File: src/rtl/ddr_pkg.sv
// ddr_pkg: shared DDR3 / MIG user-interface constants and the arbiter
// state encoding.
//   CMD_WR / CMD_RD   MIG app_cmd encodings
//   DDR_*_W           MIG UI address, data and mask widths
//   arb_state_e       arbiter FSM states
package ddr_pkg;

  localparam logic [2:0] CMD_WR = 3'b000;
  localparam logic [2:0] CMD_RD = 3'b001;

  localparam int DDR_ADDR_W = 28;
  localparam int DDR_DATA_W = 128;
  localparam int DDR_MASK_W = 16;

  typedef enum logic {
    ARB_IDLE = 1'b0,
    ARB_BUSY = 1'b1
  } arb_state_e;

endpackage

File: src/rtl/ddr3_mport_arbiter_rr_pick.sv
// rr_pick: combinational rotating-priority encoder.
// The search starts at ptr_i when mode_i=1, or at port 0 when mode_i=0.
// The first asserted request found wins.
//   req_i    per-port request vector
//   ptr_i    index where the round-robin search starts
//   mode_i   1 = rotate from ptr_i, 0 = fixed priority (port 0 highest)
//   valid_o  at least one request is asserted
//   idx_o    index of the winning port (0 when valid_o=0)
module rr_pick #(
  parameter int NUM_PORTS = 4,
  parameter int IDX_W     = $clog2(NUM_PORTS)
) (
  input  logic [NUM_PORTS-1:0] req_i,
  input  logic [IDX_W-1:0]     ptr_i,
  input  logic                 mode_i,
  output logic                 valid_o,
  output logic [IDX_W-1:0]     idx_o
);

  int   base;
  int   cand;
  logic found;

  always_comb begin
    found   = 1'b0;
    idx_o   = '0;
    cand    = 0;
    base    = mode_i ? int'(ptr_i) : 0;
    for (int i = 0; i < NUM_PORTS; i++) begin
      cand = base + i;
      if (cand >= NUM_PORTS) cand = cand - NUM_PORTS;
      if (!found && req_i[cand]) begin
        found = 1'b1;
        idx_o = IDX_W'(cand);
      end
    end
    valid_o = found;
  end

endmodule

File: src/rtl/ddr3_mport_arbiter.sv
// ddr3_mport_arbiter: N-port arbiter and MIG UI command mux (ui_clk domain).
// One command engine is granted at a time. The grant is held until that
// engine's end pulse, or until the watchdog expires. Only the owner's
// app_* command fields reach the MIG.
//   sclk, rst          ui_clk; synchronous active-high reset
//   req                per-port level request
//   end_i              per-port burst-complete pulse (only the owner's counts)
//   start              one-hot, single-cycle grant pulse
//   eng_app_*          per-engine MIG command fields, packed per port
//   app_en/cmd/addr    muxed command to the MIG (zero when not busy)
//   busy               grant held
//   grant_id           current or last owner
//   timeout_err        single-cycle pulse when the watchdog forces a release
//
// state    | meaning
// ARB_IDLE | no owner; a grant is issued as soon as any request is seen
// ARB_BUSY | grant_id owns the MIG port until its end pulse or the watchdog
module ddr3_mport_arbiter
  import ddr_pkg::*;
#(
  parameter int NUM_PORTS = 4,
  parameter int ADDR_W    = DDR_ADDR_W,
  parameter int CMD_W     = 3,
  parameter int RR_MODE   = 1,
  parameter int MAX_HOLD  = 4096
) (
  input  logic                        sclk,
  input  logic                        rst,
  input  logic [NUM_PORTS-1:0]        req,
  input  logic [NUM_PORTS-1:0]        end_i,
  output logic [NUM_PORTS-1:0]        start,
  input  logic [NUM_PORTS-1:0]        eng_app_en,
  input  logic [NUM_PORTS*CMD_W-1:0]  eng_app_cmd,
  input  logic [NUM_PORTS*ADDR_W-1:0] eng_app_addr,
  output logic                        app_en,
  output logic [CMD_W-1:0]            app_cmd,
  output logic [ADDR_W-1:0]           app_addr,
  output logic                        busy,
  output logic [$clog2(NUM_PORTS)-1:0] grant_id,
  output logic                        timeout_err
);

  localparam int IDX_W = $clog2(NUM_PORTS);
  localparam int CNT_W = (MAX_HOLD > 1) ? $clog2(MAX_HOLD) : 1;
  localparam logic [CNT_W-1:0] HOLD_LAST = (MAX_HOLD > 0) ? CNT_W'(MAX_HOLD - 1) : '0;

  arb_state_e           state_q, state_d;
  logic [NUM_PORTS-1:0] start_q, start_d;
  logic [IDX_W-1:0]     grant_q, grant_d;
  logic [IDX_W-1:0]     ptr_q,   ptr_d;
  logic [CNT_W-1:0]     cnt_q,   cnt_d;
  logic                 to_q,    to_d;

  logic                 pick_valid;
  logic [IDX_W-1:0]     pick_idx;
  logic [IDX_W-1:0]     ptr_next;

  rr_pick #(
    .NUM_PORTS (NUM_PORTS),
    .IDX_W     (IDX_W)
  ) u_pick (
    .req_i   (req),
    .ptr_i   (ptr_q),
    .mode_i  (RR_MODE != 0),
    .valid_o (pick_valid),
    .idx_o   (pick_idx)
  );

  // The next search starts just after whoever is releasing the port.
  assign ptr_next = (grant_q == IDX_W'(NUM_PORTS - 1)) ? '0 : grant_q + 1'b1;

  always_comb begin
    state_d = state_q;
    start_d = '0;
    grant_d = grant_q;
    ptr_d   = ptr_q;
    cnt_d   = cnt_q;
    to_d    = 1'b0;
    unique case (state_q)
      ARB_IDLE: begin
        if (pick_valid) begin
          state_d           = ARB_BUSY;
          start_d[pick_idx] = 1'b1;
          grant_d           = pick_idx;
          cnt_d             = '0;
        end
      end
      ARB_BUSY: begin
        // A real end wins over a coincident watchdog expiry.
        if (end_i[grant_q]) begin
          state_d = ARB_IDLE;
          ptr_d   = ptr_next;
        end else if ((MAX_HOLD > 0) && (cnt_q == HOLD_LAST)) begin
          state_d = ARB_IDLE;
          ptr_d   = ptr_next;
          to_d    = 1'b1;
        end else begin
          cnt_d = cnt_q + 1'b1;
        end
      end
      default: state_d = ARB_IDLE;
    endcase
  end

  always_ff @(posedge sclk) begin
    if (rst) begin
      state_q <= ARB_IDLE;
      start_q <= '0;
      grant_q <= '0;
      ptr_q   <= '0;
      cnt_q   <= '0;
      to_q    <= 1'b0;
    end else begin
      state_q <= state_d;
      start_q <= start_d;
      grant_q <= grant_d;
      ptr_q   <= ptr_d;
      cnt_q   <= cnt_d;
      to_q    <= to_d;
    end
  end

  assign start       = start_q;
  assign busy        = (state_q == ARB_BUSY);
  assign grant_id    = grant_q;
  assign timeout_err = to_q;

  // Non-owner engines never reach the MIG; app_rdy is not gated here.
  always_comb begin
    app_en   = 1'b0;
    app_cmd  = '0;
    app_addr = '0;
    if (busy) begin
      app_en   = eng_app_en[grant_q];
      app_cmd  = eng_app_cmd[grant_q*CMD_W +: CMD_W];
      app_addr = eng_app_addr[grant_q*ADDR_W +: ADDR_W];
    end
  end

endmodule
File: config.mk
export PLATFORM = sky130hd
export DESIGN_NAME = ddr3_mport_arbiter
export DESIGN_NICKNAME = d
export VERILOG_FILES = /design/src/rtl/ddr_pkg.sv /design/src/rtl/ddr3_mport_arbiter_rr_pick.sv /design/src/rtl/ddr3_mport_arbiter.sv
export SDC_FILE = /design/constraint.sdc
export NUM_CORES = 1
export LEC_CHECK = 0
export CORE_MARGIN = 1
export CORE_UTILIZATION = 25
export CTS_BUF_LIST = sky130_fd_sc_hd__clkbuf_8 sky130_fd_sc_hd__clkbuf_16
export DETAILED_ROUTE_END_ITERATION = 7
export HOLD_SLACK_MARGIN = 0.03
export SYNTH_ARGS = -nofsm -noshare
export SYNTH_HDL_FRONTEND = slang
export SYNTH_HIERARCHICAL = 1
export SYNTH_SLANG_ARGS = --single-unit
export TNS_END_PERCENT = 10
File: constraint.sdc
create_clock -name sclk -period 3.3 [get_ports sclk]
set_clock_uncertainty 0.15 [all_clocks]
set_input_delay 0.495 -clock sclk [delete_from_list [all_inputs] [get_ports sclk]]
set_output_delay 0.495 -clock sclk [all_outputs]
set_load 0.1 [all_outputs]
==> results.json <==
{
  "vias_per_cell": 5.18,
  "grt_pass1_wl_um": 13800,
  "path_class": "input pin to flip-flop",
  "p_sw_w": 0.000636,
  "clockBufferDepth": 2,
  "tns_ps": 0,
  "final_cell_area_mm2": 0.00416,
  "hold_ws_ps": 328,
  "fmax_mhz": 370,
  "die_h_um": 98.9,
  "stdcell_count": 504,
  "ys_seq_area_frac": 0.188,
  "rows": 34,
  "nets": 537,
  "die_w_um": 98.9,
  "nFillCells": 847,
  "htree_levels": 1,
  "end_kind": "flip-flop",
  "grt_pass1_vias": 2410,
  "dp_hpwl_um": 7280,
  "synth-async-reset-ratio": 0,
  "numCtsBuffers": 3,
  "syn_avg_cell_area_um2": 10.1,
  "ys_top_cells_by_area": "mux4_2 (32%), dfxtp_1 (19%), and2_1 (9.1%)",
  "switching_share": 0.445,
  "synth_cells": 232,
  "synth_edf_count": 0,
  "place_congestion": 0.879,
  "start_util": 0.264,
  "slew_headroom": 0.537,
  "fin_crit_sh": 0.820,
  "drv_cap": 0,
  "clock-root-buffer": "clkbuf_8",
  "num_antenna_cells": 0,
  "setup_viol": 0,
  "core_area_mm2": 0.00889,
  "synth_flop_cell": "dfxtp_1",
  "rsz0062_at_grt": "no",
  "post_drt_wl_per_cell_um": 17.8,
  "peakVddDrop_uv": 258,
  "drt-initial-drc-count": 73,
  "vias": 2609,
  "dpl_worst_slack_ps": 370,
  "netlist-cell-type-count": 55,
  "pwr_density_cell_mw_per_mm2": 344,
  "startpoint_type": "input pin",
  "clk_pin_slew_ps": 80,
  "overflow": 0,
  "antenna_found_initial": 0,
  "dpl.cell_count": 500,
  "power.share.sequential": 0.214,
  "cts_resized": 0,
  "ioPinCount": 178,
  "yosys.area.top_type": "mux4_2",
  "drv_slew": 0,
  "wl_um": 8970,
  "status": "finished clean",
  "final-hold-violation-count": 0,
  "tightest_slew_ps": 693,
  "synth_top_cell_area_share": 0.317,
  "yosys-top-cells-count": "and2_1 (34), mux4_2 (33), dfxtp_1 (22)",
  "cp.required_ps": 3280,
  "drcViolationCount": 0,
  "post-cts-setup-buffers": 0,
  "synth-seq-cells": 22,
  "pwr-share-comb": 0.612,
  "clock_latency_ps": 260,
  "holdBufCountCts": 0,
  "grt_max_degree": 31,
  "ys.warnings.count": 6,
  "antenna_left": 0,
  "hold_path_class": "flip-flop to flip-flop",
  "drtPass1Iterations": 4,
  "clkSinkCount": 22,
  "drive_gt1_frac": 0.237,
  "cts_tree": "done",
  "path_max_fanout": 9,
  "p_leak_nw": 1.53,
  "area_growth_syn_to_layout_pct": 77.2,
  "finalCriticalPeriod_ps": 2700,
  "placement.cell_area_mm2": 0.00409,
  "port_buffers": 177,
  "grt_usage": 0.179,
  "syn_nets": 372,
  "yosys.cell_count.top_type": "and2_1",
  "intPower_w": 0.000794,
  "crit_arrival_ps": 2690,
  "power.share.clock": 0.175,
  "layout_setup_ws_ps": 595,
  "syn_area_mm2": 0.00235,
  "die-area_mm2": 0.00978
}
placed cells by master (no fill, tap or decap), drive strengths merged, types with 3 or more instances in the layout:
cell             n
a21oi            6
nor4b            3
or3              4
buf             44
or2              3
nand4            8
mux4            33
nor3             5
and2            34
nand2           15
nor2             5
mux2i            7
clkbuf           3
nand3            5
and4             4
dfxtp           22
clkdlybuf4s50  137
or4              3
inv              4
nor4             3
o22ai            4
metal layers:
metal,track usage,vias up,wire [um]
met3,0.0397,6,678
met5,0,-,0
met4,0.0264,0,53
met2,0.316,100,4500
li1,-,1251,-
met1,0.228,1252,3740
critical path, stage by stage:
cell and delay (ps):
clkdlybuf4s50_1 570, and4bb_1 270, nor3_1 220, o32ai_1 140, nand2_1 100, nor2b_1 390, nor2_1 250, o311ai_1 150
o41ai_1 110
path summary, 6_finish.rpt:
check	start	endpoint	slack [ps]	depth (start not counted)
worst max-delay path	req[0]	cnt_q[9]$_SDFFE_PP0P_	600	9
worst min-delay path	cnt_q[5]$_SDFFE_PP0P_	cnt_q[5]$_SDFFE_PP0P_	330	2
worst max register to register	ptr_q[1]$_SDFFE_PP0P_	cnt_q[9]$_SDFFE_PP0P_	670	8
worst min register to register	cnt_q[5]$_SDFFE_PP0P_	cnt_q[5]$_SDFFE_PP0P_	330	2
state kept, by name, summed over array words and instances, names as in the netlist:
register	cells
cnt_q	12
start	4
grant_id	2
ptr_q	2
busy	1
timeout_err	1
layout make-up:
type                       instances  area (um2)  share of cell area
clock buffer                       3        41.3             0.00993
clock inverter                     1        30.0             0.00722
inverter                           4        15.0             0.00361
multi-input combinational        185        1780               0.428
sequential                        22         443               0.107
tap                              108         135              0.0325
timing repair buffer             181        1710               0.412
per-stage QoR:
step | total power [W] | utilization
2_1_floorplan | 0.000907 | -
3_3_place_gp | 0.00119 | 0.460
3_5_place_dp | 0.00119 | 0.460
4_1_cts | 0.00144 | 0.468
5_1_grt | 0.00149 | 0.468
6_report | 0.00143 | 0.468
cells by family after synthesis:
| kind of cell | after synthesis | synth area share |
|---|---|---|
| simple gates | 100 | 0.260 |
| mux | 42 | 0.358 |
| buf+inv | 25 | 0.0539 |
| fa+ha+maj | 2 | 0.0107 |
| other cells | 1 | 0.00160 |
| flops | 22 | 0.188 |
| compound gates | 40 | 0.129 |
power by group through the flow:
stage	logic [W]	registers [W]	clock network (W)
6_report	0.000875	0.000306	0.000250
5_1_grt	0.000915	0.000310	0.000267
4_1_cts	0.000879	0.000306	0.000255
3_5_place_dp	0.000876	0.000312	0
3_3_place_gp	0.000874	0.000312	0
2_1_floorplan	0.000567	0.000340	0
Power figures use the tool's default switching activity.
